$ cat src/rtl/ext_bus_target.sv
// Target end of the multiplexed 16-bit external bus: latches a 32-bit address
// from ALE0/ALE1 and turns OE_N/WE_N strobes into valid/ready halfword requests.
module ext_bus_target #(
  parameter logic [31:0] BASE = 32'h0000_0000,
  parameter logic [31:0] MASK = 32'h0000_0000
) (
  input  logic        i_clk,
  input  logic        reset,
  input  logic [15:0] din,
  output logic [15:0] dout,
  output logic        isout,
  input  logic        ale0,
  input  logic        ale1,
  input  logic        oe_n,
  input  logic        we_n,
  input  logic        bhe_n,
  output logic        valid,
  input  logic        ready,
  output logic        rw,
  output logic [31:0] addr,
  output logic [15:0] mdout,
  output logic [1:0]  wstrb,
  input  logic [15:0] mdin,
  output logic        err
);

  typedef enum logic [2:0] {IDLE, RD_REQ, RD_DRIVE, WR_HOLD, WR_REQ} state_t;

  state_t      state_q, state_d;
  logic [15:0] din_q, din_qq;
  logic        ale0_q, ale0_qq, ale1_q, ale1_qq;
  logic        oe_n_q, oe_n_qq, we_n_q, we_n_qq, bhe_n_q;
  logic [31:0] alat_q;
  logic [31:0] raddr_q, raddr_d;
  logic        valid_q, valid_d, rw_q, rw_d, isout_q, isout_d, err_q, err_d;
  logic [15:0] dout_q, dout_d, mdout_q, mdout_d;
  logic [1:0]  wstrb_q, wstrb_d, ws;

  logic oe_fall, we_fall, we_rise, hit, both_low;

  assign oe_fall  = oe_n_qq & ~oe_n_q;
  assign we_fall  = we_n_qq & ~we_n_q;
  assign we_rise  = ~we_n_qq & we_n_q;
  assign hit      = ((alat_q & MASK) == BASE);
  assign both_low = ~oe_n_q & ~we_n_q;
  assign ws       = {~bhe_n_q, ~raddr_q[0]};

  always_comb begin
    state_d = state_q;
    raddr_d = raddr_q;
    valid_d = valid_q;
    rw_d    = rw_q;
    isout_d = isout_q;
    err_d   = err_q;
    dout_d  = dout_q;
    mdout_d = mdout_q;
    wstrb_d = wstrb_q;
    if (hit && both_low) err_d = 1'b1;
    if (state_q != IDLE && (oe_fall || we_fall)) err_d = 1'b1;
    case (state_q)
      IDLE: begin
        if (oe_fall && hit && we_n_q) begin
          state_d = RD_REQ;
          valid_d = 1'b1;
          rw_d    = 1'b0;
          raddr_d = alat_q;
          wstrb_d = {~bhe_n_q, ~alat_q[0]};
        end else if (we_fall && hit && oe_n_q) begin
          state_d = WR_HOLD;
          raddr_d = alat_q;
        end
      end
      RD_REQ: begin
        if (ready) begin
          valid_d = 1'b0;
          dout_d  = mdin;
          // A read whose OE already went away is completed but never driven
          if (!oe_n_q) begin
            state_d = RD_DRIVE;
            isout_d = 1'b1;
          end else begin
            state_d = IDLE;
          end
        end
      end
      RD_DRIVE: begin
        if (oe_n_q) begin
          isout_d = 1'b0;
          state_d = IDLE;
        end
      end
      WR_HOLD: begin
        if (we_rise) begin
          mdout_d = din_qq;
          wstrb_d = ws;
          if (ws == 2'b00) begin
            state_d = IDLE;
          end else begin
            state_d = WR_REQ;
            valid_d = 1'b1;
            rw_d    = 1'b1;
          end
        end
      end
      WR_REQ: begin
        if (ready) begin
          valid_d = 1'b0;
          state_d = IDLE;
        end
      end
      default: state_d = IDLE;
    endcase
  end

  always_ff @(posedge i_clk) begin
    if (reset) begin
      din_q   <= '0;
      din_qq  <= '0;
      ale0_q  <= 1'b0;
      ale0_qq <= 1'b0;
      ale1_q  <= 1'b0;
      ale1_qq <= 1'b0;
      oe_n_q  <= 1'b1;
      oe_n_qq <= 1'b1;
      we_n_q  <= 1'b1;
      we_n_qq <= 1'b1;
      bhe_n_q <= 1'b1;
      alat_q  <= '0;
      state_q <= IDLE;
      raddr_q <= '0;
      valid_q <= 1'b0;
      rw_q    <= 1'b0;
      isout_q <= 1'b0;
      err_q   <= 1'b0;
      dout_q  <= '0;
      mdout_q <= '0;
      wstrb_q <= '0;
    end else begin
      din_q   <= din;
      din_qq  <= din_q;
      ale0_q  <= ale0;
      ale0_qq <= ale0_q;
      ale1_q  <= ale1;
      ale1_qq <= ale1_q;
      oe_n_q  <= oe_n;
      oe_n_qq <= oe_n_q;
      we_n_q  <= we_n;
      we_n_qq <= we_n_q;
      bhe_n_q <= bhe_n;
      // din_qq holds the sample taken in the last strobe-high cycle
      if (ale0_qq && !ale0_q) alat_q[15:0]  <= din_qq;
      if (ale1_qq && !ale1_q) alat_q[31:16] <= din_qq;
      state_q <= state_d;
      raddr_q <= raddr_d;
      valid_q <= valid_d;
      rw_q    <= rw_d;
      isout_q <= isout_d;
      err_q   <= err_d;
      dout_q  <= dout_d;
      mdout_q <= mdout_d;
      wstrb_q <= wstrb_d;
    end
  end

  // Request address is frozen while valid so a stray ALE cannot disturb it
  assign addr  = valid_q ? raddr_q : alat_q;
  assign valid = valid_q;
  assign rw    = rw_q;
  assign mdout = mdout_q;
  assign wstrb = wstrb_q;
  assign dout  = dout_q;
  assign isout = isout_q & we_n_q;
  assign err   = err_q;

endmodule

$ cat config.mk
export PLATFORM = sky130hd
export DESIGN_NAME = ext_bus_target
export DESIGN_NICKNAME = d
export VERILOG_FILES = /design/src/rtl/ext_bus_target.sv
export SDC_FILE = /design/constraint.sdc
export NUM_CORES = 1
export LEC_CHECK = 0
export ABC_CLOCK_PERIOD_IN_PS = 2180
export CORE_AREA = 2 2 107 109
export DETAILED_ROUTE_END_ITERATION = 8
export DIE_AREA = 0 0 109 111
export PLACE_DENSITY = 0.78
export REMOVE_ABC_BUFFERS = 1
export SLEW_MARGIN = 20
export SYNTH_ARGS = -nofsm -noshare
export SYNTH_HDL_FRONTEND = slang
export SYNTH_SLANG_ARGS = --single-unit
$ cat constraint.sdc
create_clock -name i_clk -period 2.18 [get_ports i_clk]
set_input_delay 0.654 -clock i_clk [delete_from_list [all_inputs] [get_ports i_clk]]
set_output_delay 0.654 -clock i_clk [all_outputs]
set_load 0.02 [all_outputs]
Word-level counts from Yosys, hierarchy flattened
Cells that the tools add are included. W data, S select, Z words.

Word-level logic and storage cells: 99. Bits in registers: 146. Output and inout bits: 70. Input bits: 40.

Reduce and logical (&&, ||, !) cells: 25. Multiplexer cells: 28. Bitwise operators: 11. Equal/unequal tests: 13.

Operators by type and width (count): $mux W32 (3); $mux W3 (7); $pmux W3 S5 (1); $ne A2 B2 Y1 const B (7); $mux W1 (10); $reduce_and A5 Y1 (2); $reduce_and A4 Y1 (2); $reduce_bool A2 Y1 (4); $eq A3 B2 Y1 const B (2); $mux W2 (3); $not A1 Y1 (6); $reduce_and A2 Y1 (3); $reduce_bool A3 Y1 (2); $and A1 B1 Y1 (5); $logic_and A1 B1 Y1 (5); $pmux W1 S2 (2); $pmux W2 S2 (1); $eq A3 B1 Y1 const B (1); $eq A3 B3 Y1 const B (1); $logic_not A3 Y1 (1); $ne A3 B3 Y1 const B (1); $pmux W1 S3 (1); $reduce_and A3 Y1 (1); $logic_not A1 Y1 (2); 4 further kinds (4).

Depth between registers and ports, before layout
Gate-level depths: netlist of run 1.

Depth in word-level cells: 6. Gate-level depth with buffers: 7. Gate-level depth less buffers: 4.

Worst setup path before layout of run 1
No wires, ideal clock.

Path type: reg-to-output. Start point: register valid_q (netlist: valid). End point: output addr[0]. Required time: 1.526 ns. Slack: 0.059 ns. Cell stages (with the launch flop): 4. Buffers on the path: 2. Arrival: 1.467 ns. Cells stage by stage: dfxtp_1 clkbuf_1 buf_1 mux2_2.

Word-level cells in the longest chain between the ends: 1.

Ends and longest elaborated chain: start: declaration (RTL line 35) `logic valid_q, valid_d, rw_q, rw_d, isout_q, isout_d, err_q, err_d;`; start signal: assignment (RTL line 155) `valid_q <= valid_d;`; $mux W32 (RTL line 166) `assign addr = valid_q ? raddr_q : alat_q;`; end: declaration (RTL line 20) `output logic [31:0] addr,`.

Every way passes these cells.

Worst setup path in the final report of run 1
Start point: register valid_q (netlist: valid). End point: output addr[23].

The elaborated chain is that of the path after synthesis.

==> results of run 1 <==
-- cells in the mapped netlist --
cell	n	share of area
nand2_1	198	0.14
dfxtp_1	146	0.55
a21oi_1	105	0.098
nor2b_1	41	0.048
mux2_2	32	0.068
clkbuf_1	29	0.020
buf_2	7	0.0066
nand2b_1	5	0.0059
nor2_1	5	0.0035
or2_2	5	0.0059
nand3b_1	4	0.0056
o21ai_0	4	0.0038
buf_1	3	0.0021
buf_6	3	0.0063
inv_1	3	0.0021
mux2i_1	2	0.0038
nand3_1	2	0.0019
a211o_1	1	0.0016
a211oi_1	1	0.0014
a21o_1	1	0.0014
a21oi_4	1	0.0030
a221oi_1	1	0.0016
and2_1	1	0.0012
and3_1	1	0.0012
and3b_1	1	0.0016
buf_4	1	0.0014
nand4b_1	1	0.0016
nor2_2	1	0.0012
nor3b_1	1	0.0014
nor4b_1	1	0.0016
o21bai_1	1	0.0014
o22ai_1	1	0.0012
o22ai_2	1	0.0023
o32a_1	1	0.0019
or3_4	1	0.0021
xor2_1	1	0.0016
-- power groups by stage --
stage / clock [W] / sequential, W / combinational [W]
2_1_floorplan: 0 / 0.00286 / 0.000170
3_3_place_gp: 0 / 0.00283 / 0.000447
3_5_place_dp: 0 / 0.00284 / 0.000459
4_1_cts: 0.00278 / 0.00278 / 0.000506
5_1_grt: 0.00292 / 0.00279 / 0.000544
6_report: 0.00274 / 0.00278 / 0.000507
-- placed cells by master (no fill, tap or decap), types with 2 or more instances in the layout --
cell	synthesis	routed
nand3_1	2	2
nand2_1	198	198
nand3b_1	4	4
buf_12	0	4
clkbuf_16	0	17
mux2_4	0	11
a21oi_1	105	105
dfxtp_1	146	144
inv_1	3	3
mux2_2	32	21
dlygate4sd2_1	0	2
clkinv_2	0	3
clkinv_4	0	5
buf_4	1	14
buf_2	7	21
nand2b_1	5	5
inv_6	0	3
buf_16	0	2
mux2i_1	2	2
nor2b_1	41	41
clkdlybuf4s50_1	0	74
buf_6	3	13
nor2_1	5	5
or2_2	5	5
o21ai_0	4	4
clkinvlp_4	0	2
-- sequential cells by signal (all words and copies together) (netlist names), 2 cells and up --
signal and flops:
raddr_q 32, alat_q 32, dout 16, din_qq 16, mdout 16, state_q 3
wstrb 2, din_q 16
-- layout make-up --
class                      instances  area (µm²)  area share
tap                              143         179      0.0249
inverter                           3        11.3     0.00157
clock inverter                    14         130      0.0181
multi-input combinational        421        2250       0.313
clock buffer                      18         439      0.0611
timing repair buffer             130        1250       0.174
sequential                       146        2930       0.408
-- how the worst max path moves through the flow --
stage / from / end / slack (ns) / depth (start not counted)
after floorplan: valid / addr[0] / -0.07 / 1
after global placement: valid / addr[4] / 0.06 / 3
after detailed placement: valid / addr[29] / 0.01 / 3
after CTS: valid / addr[12] / -0.03 / 3
after global routing: valid / addr[5] / -0.02 / 4
final: valid / addr[23] / 0.02 / 4
-- metrics by stage --
stage	hold slack [ns]	std cells	TNS, ns
floorplan	0.408	570	-2.24
global placement	0.418	840	0
detailed placement	0.425	840	0
CTS	0.435	875	-0.140
global route	0.451	875	-0.167
finish	0.435	875	0
-- kinds of logic after synthesis --
kind of cell / after synthesis / share of synthesized area
buffers and inverters: 46 / 0.0389
multiplexers: 34 / 0.0713
AND/OR/NAND/NOR: 268 / 0.222
flip-flops: 146 / 0.548
XOR/XNOR: 1 / 0.00164
AO/OA/AOI/OAI: 118 / 0.118
-- layer usage --
metal / vias up / GRT usage
li1: 2209 / -
met1: 2074 / 0.260
met2: 104 / 0.386
met3: 28 / 0.0488
met4: 0 / 0.114
met5: - / 0
-- timing repair --
item,4_1_cts,5_1_grt
cloned,2,0
endpoints found under the setup margin,34,17
endpoints found under the hold margin,0,0
setup buffers,1,0
gates resized for setup,151,19
==> impl_metrics.json, run 1 <==
{
  "path_buf_inv": 3,
  "p_sw_w": 0.00143,
  "min-delay-start": "din_q[3]",
  "grt_pass1_wl_um": 21300,
  "grtUsageTotal": 0.225,
  "wl_met1_um": 5460,
  "first_pass_iters": 4,
  "grt_pass1_vias": 4499,
  "required_ns": 1.53,
  "place_area_mm2": 0.00658,
  "clockBufferDepth": 2,
  "totalPowerFinal_w": 0.00603,
  "die_h_um": 111,
  "leakage_nw": 2.67,
  "rsz0062_at_grt": "yes",
  "p_clk_frac": 0.454,
  "tightest_slew_ns": 0.811,
  "whs_endpoint": "din_qq[3]",
  "diodes": 0,
  "hpwl_um": 8510,
  "critPathMaxStageDelay_ns": 0.39,
  "period_needed_ns": 2.16,
  "p_int_w": 0.00459,
  "htreeDepth": 4,
  "cpLargestDelayFamily": "buffers and inverters",
  "grt_max_degree": 49,
  "cp_cell_sequence": "buf_12 -> buf_16 -> mux2_4 -> buf_6",
  "drc": 0,
  "r2r_cells": 5,
  "ctsHoldBuffers": 0,
  "final_cell_area_mm2": 0.00718,
  "grt_overflow": 0,
  "vdd_ir_drop_max_mv": 0.583,
  "design.core.area_mm2": 0.0111,
  "pre_cts_slack_ns": 0.0123,
  "synth_cells": 613,
  "ios": 110,
  "outcome": "finished clean",
  "die_area_mm2": 0.0121,
  "critPathMaxFanout": 6,
  "clk_transition_reported_paths_ns": 0.06,
  "hold_violations": 0,
  "drive_above_1_share": 0.176,
  "cts_sinks": 146,
  "power_frac_comb": 0.084,
  "yosys_warnings": 0,
  "setup_viol": 0,
  "slew_viol_final": 0,
  "cts_root_buffer": "clkbuf_16",
  "finalWorstSetupSlack_ns": 0.0214,
  "cp-start-kind": "flip-flop",
  "top_layer": "met4",
  "ant_nets": 0,
  "antenna_found_initial": 0,
  "fillers": 873,
  "numCtsBuffers": 17,
  "syn_avg_cell_area_um2": 8.70,
  "gp_congestion": 0.847,
  "clk_latency_ns": 0.41,
  "r2r-end": "raddr_q[15]",
  "routed-wl-met2_um": 6720,
  "worstPathArrival_ns": 1.50,
  "p_seq_frac": 0.462,
  "syn_area_mm2": 0.00534,
  "finalCritPeriodShare": 0.990,
  "wl_per_cell_um": 14.9,
  "relSlewSlack": 0.459,
  "die_x_um": 109,
  "nNetsFinal": 759,
  "drt-initial-drc-count": 162,
  "rrSetupSlack_ns": 0.44,
  "initial_utilization": 0.482,
  "fmax_mhz": 463,
  "hp-class": "reg -> reg",
  "rows": 39,
  "drt-total-wl_um": 13000,
  "viasPerCell": 5.05,
  "holdPathStages": 1,
  "cts_tree": "done",
  "reg2reg_from": "state_q[1]",
  "endpoint_kind": "output pin",
  "area_delta_synth_final_pct": 34.6,
  "crit_slowest_cell": "dfxtp_4",
  "synth-seq-cells": 146,
  "io_buffers": 109,
  "synthDistinctLibCells": 36,
  "p_per_area_mw_per_mm2": 839,
  "skew_ns": 0.00865,
  "via_count": 4415,
  "utilization": 0.648,
  "maxCapViolCount": 0,
  "p_sw_frac": 0.238,
  "ys_seq_area_frac": 0.548,
  "crit_type": "reg -> out",
  "met3WireLength_um": 457
}
(Power assumes the default switching activity.)
==> run 2, diff against run 1 <==
--- a/config.mk
+++ b/config.mk
@@ -6,10 +6,10 @@
 export NUM_CORES = 1
 export LEC_CHECK = 0
 export ABC_CLOCK_PERIOD_IN_PS = 2180
-export CORE_AREA = 2 2 107 109
+export CORE_AREA = 2 2 137 139
 export DETAILED_ROUTE_END_ITERATION = 8
-export DIE_AREA = 0 0 109 111
-export PLACE_DENSITY = 0.78
+export DIE_AREA = 0 0 139 141
+export PLACE_DENSITY = 0.52
 export REMOVE_ABC_BUFFERS = 1
 export SLEW_MARGIN = 20
 export SYNTH_ARGS = -nofsm -noshare
==> constraint.sdc (replaced) <==
create_clock -name i_clk -period 2.18 [get_ports i_clk]
set_input_delay 0.654 -clock i_clk [delete_from_list [all_inputs] [get_ports i_clk]]
set_output_delay 0.654 -clock i_clk [all_outputs]
set_load 0.01 [all_outputs]
==> impl_metrics.json, run 2 (synthesis gave the netlist of run 1 again) <==
{
  "setup_viol": 16,
  "slew_viol_final": 0,
  "maxCapViolCount": 0,
  "reg2reg_from": "state_q[2]",
  "p_int_w": 0.00502,
  "antenna_found_initial": 0,
  "finalWorstSetupSlack_ns": -0.0847,
  "holdPathStages": 1,
  "first_pass_iters": 5,
  "busiest_layer": "met2",
  "die_x_um": 139,
  "endpoint_kind": "output pin",
  "rrSetupSlack_ns": 0.49,
  "p_sw_frac": 0.224,
  "initial_utilization": 0.292,
  "r2r-end": "raddr_q[12]",
  "wl_per_cell_um": 14.7,
  "nNetsFinal": 764,
  "tightest_slew_ns": 0.709,
  "drt-total-wl_um": 14300,
  "r2r_cells": 5,
  "htreeDepth": 4,
  "grt_pass1_wl_um": 22500,
  "hpwl_um": 9230,
  "power_frac_comb": 0.089,
  "rows": 50,
  "met3_usage": 0.0374,
  "drt-initial-drc-count": 166,
  "viasPerCell": 4.51,
  "p_per_area_mw_per_mm2": 845,
  "grt_pass1_vias": 4271,
  "fillers": 1756,
  "p_seq_frac": 0.430,
  "final_cell_area_mm2": 0.00765,
  "hp-class": "reg -> reg",
  "grt_max_degree": 63,
  "place_area_mm2": 0.00670,
  "worstPathArrival_ns": 1.61,
  "vdd_ir_drop_max_mv": 0.560,
  "via_count": 4379,
  "cts_root_buffer": "clkbuf_16",
  "clockBufferDepth": 2,
  "min-delay-start": "din_q[2]",
  "io_buffers": 109,
  "required_ns": 1.53,
  "pre_cts_slack_ns": 0.114,
  "finalCritPeriodShare": 1.04,
  "whs_endpoint": "din_qq[2]",
  "drc": 0,
  "rsz0062_at_grt": "yes",
  "grt_overflow": 0,
  "clk_latency_ns": 0.42,
  "skew_ns": 0.00962,
  "cts_tree": "done",
  "violations": "setup timing",
  "cts_sinks": 146,
  "period_needed_ns": 2.26,
  "relSlewSlack": 0.525,
  "p_sw_w": 0.00145,
  "crit_type": "reg -> out",
  "final_cell_mix": "nand2_1, dfxtp_1, a21oi_1",
  "numCtsBuffers": 17,
  "ios": 110,
  "ant_nets": 0,
  "area_delta_synth_final_pct": 43.4,
  "grtUsageMet2": 0.260,
  "reg_top3": "alat_q x32, raddr_q x32",
  "p_clk_frac": 0.481,
  "leakage_nw": 2.77,
  "grtUsageTotal": 0.146,
  "design.core.area_mm2": 0.0183,
  "outcome": "finished, violations left",
  "diodes": 0,
  "cp-start-kind": "flip-flop",
  "die_h_um": 141,
  "critPathMaxFanout": 5,
  "ctsHoldBuffers": 0,
  "grt.met1_usage": 0.174,
  "hold_violations": 0,
  "gp_congestion": 0.767,
  "final_common_cell": "nand2_1",
  "drive_above_1_share": 0.185,
  "fmax_mhz": 442,
  "die_area_mm2": 0.0196,
  "clk_transition_reported_paths_ns": 0.06
}
## run 2: area by class of cell
cell class	count	area (µm²)	area share
clock buffer	19	453	0.0592
clock inverter	13	183	0.0239
inverter	3	11.3	0.00147
multi-input combinational	421	2300	0.300
sequential	146	2930	0.383
tap	234	293	0.0383
timing repair buffer	135	1490	0.194
## run 2: worst max-delay path by stage
stage          cells past startpoint        to  start  slack, ns
6_report                           4  addr[26]  valid      -0.08
5_1_grt                            4  addr[26]  valid      -0.13
4_1_cts                            4  addr[21]  valid      -0.12
3_5_place_dp                       3  addr[29]  valid       0.11
3_3_place_gp                       3  addr[26]  valid       0.16
2_1_floorplan                      1   addr[0]  valid       0.03
## run 2: timing repair
action / 4_1_cts / 5_1_grt
setup buffers: 6 / 1
setup endpoints to repair: 34 / 27
pin swaps: 0 / 0
gates resized for setup: 181 / 9
gates cloned: 4 / 0
## run 2: worst max-delay path: stages (launching register included)
cell       delay [ns]
dfxtp_4          0.36
buf_12           0.12
bufbuf_16        0.26
mux2_2           0.34
buf_6            0.12
## run 2: routing by layer
metal	wire [µm]	share of wire
met1	6240	0.44
met2	7290	0.51
met3	514	0.036
met4	232	0.016
met5	0	0
## run 2: metrics by stage
step	util	instances	hold WS, ns	setup TNS, ns	total power [W]
2_1_floorplan	-	570	0.408	0	0.00301
3_3_place_gp	0.367	929	0.419	0	0.00329
3_5_place_dp	0.367	929	0.420	0	0.00330
4_1_cts	0.417	971	0.434	-1.48	0.00653
5_1_grt	0.419	971	0.447	-1.95	0.00669
6_report	0.419	971	0.432	-0.867	0.00646
## run 2: power groups by stage
stage | sequential (W) | combinational [W] | clock [W]
floorplan | 0.00285 | 0.000164 | 0
global placement | 0.00284 | 0.000448 | 0
detailed placement | 0.00284 | 0.000456 | 0
CTS | 0.00278 | 0.000585 | 0.00317
global route | 0.00279 | 0.000618 | 0.00328
finish | 0.00278 | 0.000574 | 0.00311
